## src/rtl/multibyte_add_seq.sv

```systemverilog
// Wide add/subtract sequenced one byte per cycle through a single 8-bit adder slice.
// Latency: accept edge E0, result valid after edge E(NBYTES); at least NBYTES+2 cycles per op.
// Backpressure: no accept outside IDLE; the result is held in DONE until out_ready is seen.
module multibyte_add_seq #(
  parameter int NBYTES = 4
) (
  input  logic                  clk,
  input  logic                  rst,
  input  logic                  in_valid,
  output logic                  in_ready,
  input  logic [8*NBYTES-1:0]   in_a,
  input  logic [8*NBYTES-1:0]   in_b,
  input  logic                  in_sub,
  output logic                  out_valid,
  input  logic                  out_ready,
  output logic [8*NBYTES-1:0]   out_sum,
  output logic                  out_carry,
  output logic                  out_ovf,
  output logic                  busy
);

  localparam int W  = 8 * NBYTES;
  localparam int IW = (NBYTES > 1) ? $clog2(NBYTES) : 1;
  localparam logic [IW-1:0] LAST = IW'(NBYTES - 1);

  typedef enum logic [1:0] {
    IDLE = 2'd0,
    RUN  = 2'd1,
    DONE = 2'd2
  } state_t;

  state_t          state_q, state_d;
  logic [IW-1:0]   idx_q, idx_d;
  logic            carry_q, carry_d;
  logic [W-1:0]    a_q, a_d;
  logic [W-1:0]    b_q, b_d;
  logic            sub_q, sub_d;
  logic [W-1:0]    sum_q, sum_d;
  logic            oc_q, oc_d;
  logic            ov_q, ov_d;

  logic [7:0]      a_byte;
  logic [7:0]      b_byte;
  logic [7:0]      bsel;
  logic [8:0]      add9;

  // State, byte index, carry chain and operand/result registers
  always_ff @(posedge clk or posedge rst) begin
    if (rst) begin
      state_q <= IDLE;
      idx_q   <= '0;
      carry_q <= 1'b0;
      a_q     <= '0;
      b_q     <= '0;
      sub_q   <= 1'b0;
      sum_q   <= '0;
      oc_q    <= 1'b0;
      ov_q    <= 1'b0;
    end else begin
      state_q <= state_d;
      idx_q   <= idx_d;
      carry_q <= carry_d;
      a_q     <= a_d;
      b_q     <= b_d;
      sub_q   <= sub_d;
      sum_q   <= sum_d;
      oc_q    <= oc_d;
      ov_q    <= ov_d;
    end
  end

  // Byte-slice adder plus next-state logic; subtract is A + ~B + 1 with the 1 preloaded as carry-in
  always_comb begin
    state_d = state_q;
    idx_d   = idx_q;
    carry_d = carry_q;
    a_d     = a_q;
    b_d     = b_q;
    sub_d   = sub_q;
    sum_d   = sum_q;
    oc_d    = oc_q;
    ov_d    = ov_q;
    a_byte  = 8'd0;
    b_byte  = 8'd0;

    for (int i = 0; i < NBYTES; i++) begin
      if (idx_q == IW'(i)) begin
        a_byte = a_q[8*i +: 8];
        b_byte = b_q[8*i +: 8];
      end
    end
    bsel = sub_q ? ~b_byte : b_byte;
    add9 = {1'b0, a_byte} + {1'b0, bsel} + {8'd0, carry_q};

    case (state_q)
      IDLE: begin
        if (in_valid) begin
          a_d     = in_a;
          b_d     = in_b;
          sub_d   = in_sub;
          carry_d = in_sub;
          idx_d   = '0;
          state_d = RUN;
        end
      end
      RUN: begin
        for (int i = 0; i < NBYTES; i++) begin
          if (idx_q == IW'(i)) begin
            sum_d[8*i +: 8] = add9[7:0];
          end
        end
        carry_d = add9[8];
        if (idx_q == LAST) begin
          oc_d    = add9[8];
          ov_d    = (a_byte[7] == bsel[7]) && (add9[7] != a_byte[7]);
          idx_d   = '0;
          state_d = DONE;
        end else begin
          idx_d = idx_q + 1'b1;
        end
      end
      DONE: begin
        if (out_ready) begin
          state_d = IDLE;
        end
      end
      default: begin
        state_d = IDLE;
      end
    endcase
  end

  assign in_ready  = (state_q == IDLE);
  assign out_valid = (state_q == DONE);
  assign busy      = (state_q != IDLE);
  assign out_sum   = sum_q;
  assign out_carry = oc_q;
  assign out_ovf   = ov_q;

endmodule

```

## config.mk

```make
export PLATFORM = sky130hd
export DESIGN_NAME = multibyte_add_seq
export DESIGN_NICKNAME = d
export VERILOG_FILES = /design/src/rtl/multibyte_add_seq.sv
export SDC_FILE = /design/constraint.sdc
export NUM_CORES = 1
export LEC_CHECK = 0
export CAP_MARGIN = 20
export CELL_PAD_IN_SITES_DETAIL_PLACEMENT = 2
export CELL_PAD_IN_SITES_GLOBAL_PLACEMENT = 2
export CORE_AREA = 2 2 140 142
export CTS_CLUSTER_DIAMETER = 100
export CTS_CLUSTER_SIZE = 16
export DETAILED_ROUTE_END_ITERATION = 8
export DIE_AREA = 0 0 142 144
export GPL_TIMING_DRIVEN = 0
export PLACE_DENSITY = 0.78
export SLEW_MARGIN = 40
export SYNTH_ARGS = -nofsm -noshare
export SYNTH_HDL_FRONTEND = slang
export SYNTH_SLANG_ARGS = --single-unit
export TNS_END_PERCENT = 50
```

## constraint.sdc

```tcl
create_clock -name clk -period 3.6 [get_ports clk]
set_input_delay 0.72 -clock clk [delete_from_list [all_inputs] [get_ports clk]]
set_output_delay 0.72 -clock clk [all_outputs]
set_load 0.01 [all_outputs]
```

==> reports/qor.yml, run 1 <==
clocking:
  cts_sinks: 104
  h-tree-depth: 3
  insertion_delay_ns: 0.36
  cts_inserted_buffers: 9
  cts_tree: "yes"
  cts_root_buffer: "clkbuf_16"
  clock_path_buffers: 2
  cts.hold.buffers_added: 0
  clkTransAtPathRegs_ns: 0.07
timing:
  hold_viol_final: 0
  setup-violations-final: 0
  relSlewSlack: 0.638
  skew_ns: 0.0105
  rsz0062_at_grt: "yes"
  worstMarginPinSlew_ns: 0.538
  whs_ns: 0.482
  finalMaxSlewViolations: 0
  finalCritPeriodShare: 0.944
  fmax_mhz: 294
  finalCriticalPeriod_ns: 3.40
floorplan:
  die_width_um: 142
  core_area_um2: 19100
  die_area_um2: 20400
  ios: 106
  initial_core_util: 0.264
  rows: 51
  die_y_um: 144
power_and_ir_drop:
  p_clk_frac: 0.141
  p_sw_frac: 0.466
  power_w: 0.00787
  power.density_nw_per_um2: 1150
  p_switching_w: 0.00367
  total_leakage_power_nw: 3.15
  peakVddDrop_v: 0.000387
  seqPwrFrac: 0.264
  intPower_w: 0.00420
  pwr-share-comb: 0.595
synthesis:
  ys_warn_count: 0
  yosysSeqAreaShare: 0.516
  avgSynthCellArea_um2: 8.71
  syn_nets: 661
  synth_commonest_cells: "222 x nand2_1, 104 x dfrtp_1, 44 x o21ai_0, 28 x a21oi_1, 22 x inv_1"
  synth_cell_types: 42
  synth_ff_type: "dfrtp_1"
  synth_edf_count: 0
  synth_top_area_cell: "dfrtp_1"
  synth.area.top_cells: "dfrtp_1 52%, nand2_1 17%, o21ai_0 4.4%, a21oi_1 2.8%, ha_1 2.7%"
  synth-seq-cells: 104
  synth_top_area_share: 0.516
  async_flop_share: 1.00
  syn_area_um2: 5040
  syn_inst: 579
  yosysMostFrequentCell: "nand2_1"
global_routing:
  grt_pass1_wl_um: 27000
  grt_max_degree: 54
  grt_pass1_vias: 5094
  overflow: 0
  track_usage: 0.172
  antenna_found_initial: 0
flow_run:
  drv_cap: 0
drt:
  first_iter_violations: 202
  via_per_inst: 4.72
  first_pass_iters: 4
  routed_wirelength_um: 16900
  drc: 0
  ant_nets: 0
  wl_per_cell_um: 17.9
  vias: 4428
finish:
  area_growth_pct: 35.2
  nNetsFinal: 778
  finish.utilization: 0.357
  drive_above_1_share: 0.0785
  fin_area_um2: 6820
  final_cells: 939
  n_antenna_cell: 0
  nFillCells: 2139
placement:
  post_dp_cell_area_um2: 6430
  globalplace.congestion: 0.802
  port_buffers: 105
  place_inst: 923
  hpwl_um: 13100
worst_setup_path:
  path_max_fanout: 10
  worstReg2RegEnd: "out_carry"
  reg2regPathDepth: 14
  crit_type: "flip-flop to flip-flop"
  r2r-start: "idx_q[0]"
  crit_path_start_kind: "flip-flop"
  worstPathArrival_ns: 3.61
  cp.required_ns: 3.81
  cp-end-kind: "flip-flop"
  reg2reg_slack_ns: 0.20
worst_hold_path:
  min_path_cells: 2
  holdPathEnd: "b_q[1]"
  min_path_type: "flip-flop to flip-flop"
  worst_hold_startpoint: "b_q[1]"
status:
  status: "finished, final reports clean"
stage by stage:
stage                     setup slack, ns  TNS [ns]
after floorplan                     0.148         0
after global placement              -1.40   -145.63
after detailed placement           -0.414     -1.62
after CTS                          0.0308         0
after global routing             -0.00642  -0.00642
final                               0.201         0
routing by layer:
metal | GRT usage | vias up | share of wire
li1 | - | 2126 | -
met1 | 0.210 | 2194 | 0.45
met2 | 0.313 | 89 | 0.51
met3 | 0.0222 | 19 | 0.030
met4 | 0.0547 | 0 | 0.016
met5 | 0 | - | 0
final cells by class:
cell class | instances | area, um^2 | share of cell area
timing repair buffer | 107 | 1090 | 0.159
inverter | 22 | 90.1 | 0.0132
buffer | 34 | 156 | 0.0229
multi-input combinational | 418 | 2250 | 0.330
clock buffer | 14 | 274 | 0.0402
sequential | 104 | 2600 | 0.382
tap | 238 | 298 | 0.0437
clock inverter | 2 | 60.1 | 0.00881
cell usage in the layout (no fill, tap or decap), types with 2 or more instances in the layout:
cell type / instances
nand3b_1: 9
clkbuf_8: 3
buf_1: 2
nor2b_1: 5
nor2_1: 9
inv_1: 21
nand2_1: 222
a22oi_1: 7
clkbuf_16: 9
a21oi_1: 26
a221oi_1: 2
nand2b_1: 3
a211o_1: 4
buf_4: 3
a21oi_2: 2
buf_2: 13
ha_1: 11
clkbuf_1: 17
nand3_1: 16
dfrtp_1: 104
and3_1: 2
bufinv_16: 2
a211oi_1: 2
mux2_2: 4
nor4_1: 2
o21ai_0: 43
o31ai_1: 7
a221o_1: 2
a21o_1: 2
a211o_2: 2
clkdlybuf4s50_1: 105
xnor2_1: 10
mux2i_1: 6
logic make-up (layout without fill, tap and decap cells):
kind of cell / after synthesis / in the layout / share of synthesized area
buffers and inverters: 57 / 179 / 0.0474
flip-flops: 104 / 104 / 0.516
XOR/XNOR: 11 / 11 / 0.0191
multiplexers: 10 / 10 / 0.0208
adder cells (fa/ha/maj): 13 / 13 / 0.0352
AND/OR/NAND/NOR: 275 / 275 / 0.227
AO/OA/AOI/OAI: 109 / 109 / 0.134
how the worst max path moves through the flow:
stage	slack (ns)	from	cells past startpoint	end
floorplan	0.15	rst	1	a_q[0]
global placement	-1.40	rst	2	a_q[14]
detailed placement	-0.41	idx_q[0]	14	out_carry
CTS	0.03	idx_q[1]	14	out_carry
global route	-0.006	idx_q[1]	12	out_sum[15]
finish	0.20	idx_q[0]	14	out_carry
what timing repair did:
action / CTS / global route
endpoints found under the setup margin: 9 / 10
buffers inserted: 1 / 0
pin swaps: 2 / 3
gates resized for setup: 5 / 7
state kept, by name, summed over array words and instances, names as in the netlist:
register   cells
a_q           32
sub_q          1
out_sum       32
out_carry      1
carry_q        1
out_ovf        1
idx_q          2
b_q           32
state_q        2
power by group through the flow:
stage          clock (W)  combinational [W]  sequential (W)
4_1_cts          0.00113            0.00467         0.00208
3_5_place_dp           0            0.00449         0.00211
2_1_floorplan          0            0.00281         0.00206
6_report         0.00111            0.00469         0.00208
3_3_place_gp           0            0.00423         0.00207
5_1_grt          0.00117            0.00522         0.00216
worst max-delay path, cell delays in order (launching register included):
cell	delay, ns
dfrtp_1	0.38
buf_4	0.16
ha_1	0.24
buf_4	0.19
a21oi_1	0.17
o21ai_1	0.14
a22oi_2	0.18
xnor2_1	0.17
fa_2	0.25
inv_1	0.06
fa_1	0.44
a21oi_2	0.25
o21ai_4	0.15
a211oi_4	0.33
o21ai_0	0.15
No activity file was read; power rests on OpenSTA's default activity.
==> run 2, diff against run 1 <==
--- a/config.mk
+++ b/config.mk
@@ -13,7 +13,7 @@
 export CTS_CLUSTER_SIZE = 16
 export DETAILED_ROUTE_END_ITERATION = 8
 export DIE_AREA = 0 0 142 144
-export GPL_TIMING_DRIVEN = 0
+export GPL_TIMING_DRIVEN = 1
 export PLACE_DENSITY = 0.78
 export SLEW_MARGIN = 40
 export SYNTH_ARGS = -nofsm -noshare
==> reports/qor.yml, run 2 (same netlist as run 1, synthesis figures left out) <==
floorplan:
  core_area_um2: 19100
  ios: 106
  die_width_um: 142
  die_y_um: 144
  die_area_um2: 20400
  rows: 51
  initial_core_util: 0.264
global_routing:
  track_usage: 0.163
  antenna_found_initial: 0
  overflow: 0
  grt_pass1_vias: 4857
  grt_pass1_wl_um: 25700
  grt_max_degree: 59
timing:
  relSlewSlack: 0.465
  worstMarginPinSlew_ns: 0.800
  finalMaxSlewViolations: 0
  finalSetupTns_ns: 0
  finalCritPeriodShare: 0.937
  fmax_mhz: 297
  hold_viol_final: 0
  finalCriticalPeriod_ns: 3.37
  whs_ns: 0.486
  setup-violations-final: 0
  skew_ns: 0.0119
drt:
  wl_per_cell_um: 17.6
  highest_layer: "met4"
  first_iter_violations: 165
  routed_wirelength_um: 16100
  via_per_inst: 4.80
  route.met3.wl_um: 491
  drc: 0
  vias: 4395
  first_pass_iters: 5
  ant_nets: 0
  dr_wl_met2_um: 7930
  wl_met1_um: 7270
worst_setup_path:
  cp-end-kind: "flip-flop"
  r2r-start: "idx_q[0]"
  crit_path_start_kind: "flip-flop"
  cp.required_ns: 3.82
  crit_type: "flip-flop to flip-flop"
  reg2reg_slack_ns: 0.23
  worstReg2RegEnd: "carry_q"
  worstPathArrival_ns: 3.59
  path_max_fanout: 9
  reg2regPathDepth: 13
clocking:
  cts_tree: "yes"
  insertion_delay_ns: 0.36
  cts_setup_buffers: 0
  cts_root_buffer: "clkbuf_16"
  h-tree-depth: 3
  clkTransAtPathRegs_ns: 0.07
  cts_inserted_buffers: 9
  cts_sinks: 104
  clock_path_buffers: 2
worst_hold_path:
  holdPathEnd: "a_q[7]"
  min_path_type: "flip-flop to flip-flop"
  worst_hold_startpoint: "a_q[7]"
  min_path_cells: 2
finish:
  drive_above_1_share: 0.0679
  layout_common_cells: "221 x nand2_1, 105 x clkdlybuf4s50_1, 104 x dfrtp_1"
  nNetsFinal: 755
  n_antenna_cell: 0
  layout_commonest_cell: "nand2_1"
  area_growth_pct: 32.5
placement:
  port_buffers: 105
  hpwl_um: 12300
  globalplace.congestion: 0.814
power_and_ir_drop:
  peakVddDrop_v: 0.000506
  total_leakage_power_nw: 3.10
  power.density_nw_per_um2: 1150
status:
  status: "finished, final reports clean"
flow_run:
  drv_cap: 0
==> run 2: changes by cell type in the layout (fill, tap and decap cells not counted), sizes merged <==
| cell | delta |
|---|---|
| clkinv | +2 |
| clkbuf | -20 |
| buf | -6 |
==> run 2: worst max-delay path by stage <==
stage | startpoint | to | slack [ns] | depth (start not counted)
2_1_floorplan | rst | a_q[0] | 0.15 | 1
3_3_place_gp | idx_q[0] | out_carry | 0.50 | 13
3_5_place_dp | idx_q[0] | out_sum[4] | 0.16 | 13
4_1_cts | idx_q[0] | out_sum[4] | 0.05 | 13
5_1_grt | idx_q[0] | out_sum[15] | -0.03 | 12
6_report | idx_q[0] | carry_q | 0.23 | 13
==> run 2: through the flow <==
stage               total power (W)  worst slack [ns]   util  std cells  area, um^2
finish                      0.00772             0.228  0.350        915        6690
global route                0.00836           -0.0345  0.350        915        6690
global placement            0.00622             0.498  0.332        898        6340
floorplan                   0.00487             0.148      -        579        5040
detailed placement          0.00659             0.161  0.332        898        6340
CTS                         0.00768            0.0488  0.348        913        6650
==> run 2: final cells by class <==
cell class	count	area (um^2)
tap	238	298
fill	2099	12400
sequential	104	2600
clock inverter	4	70.1
inverter	22	85.1
timing repair buffer	118	1170
clock buffer	11	233
multi-input combinational	418	2230
==> run 2: layer usage <==
| metal | vias up | GRT usage |
|---|---|---|
| met4 | 0 | 0.0579 |
| met2 | 90 | 0.286 |
| met1 | 2190 | 0.201 |
| met3 | 23 | 0.0295 |
| met5 | - | 0 |
| li1 | 2092 | - |
==> run 2: where the power goes <==
group | switching [W] | internal (W) | leakage, nW | total, W
Clock | 0.000438 | 0.000604 | 0.149 | 0.00104
Combinational | 0.00278 | 0.00176 | 1.65 | 0.00454
Sequential | 0.000399 | 0.00174 | 1.29 | 0.00214
==> run 2: timing repair <==
action                     CTS  global route
setup endpoints to repair    0             6
resized for setup            0             3
hold endpoints to repair     0             0
hold buffers                 0             0
==> run 2: worst max-delay path, stage by stage, from the launching register on <==
cell and delay (ns):
dfrtp_1 0.43, inv_1 0.09, ha_1 0.30, nor2b_1 0.20, a221oi_1 0.29, nor3_1 0.08
a21oi_1 0.24, fa_1 0.27, inv_1 0.08, fa_1 0.44, a21oi_2 0.25, o21ai_2 0.18
a211oi_2 0.26, o211ai_1 0.11
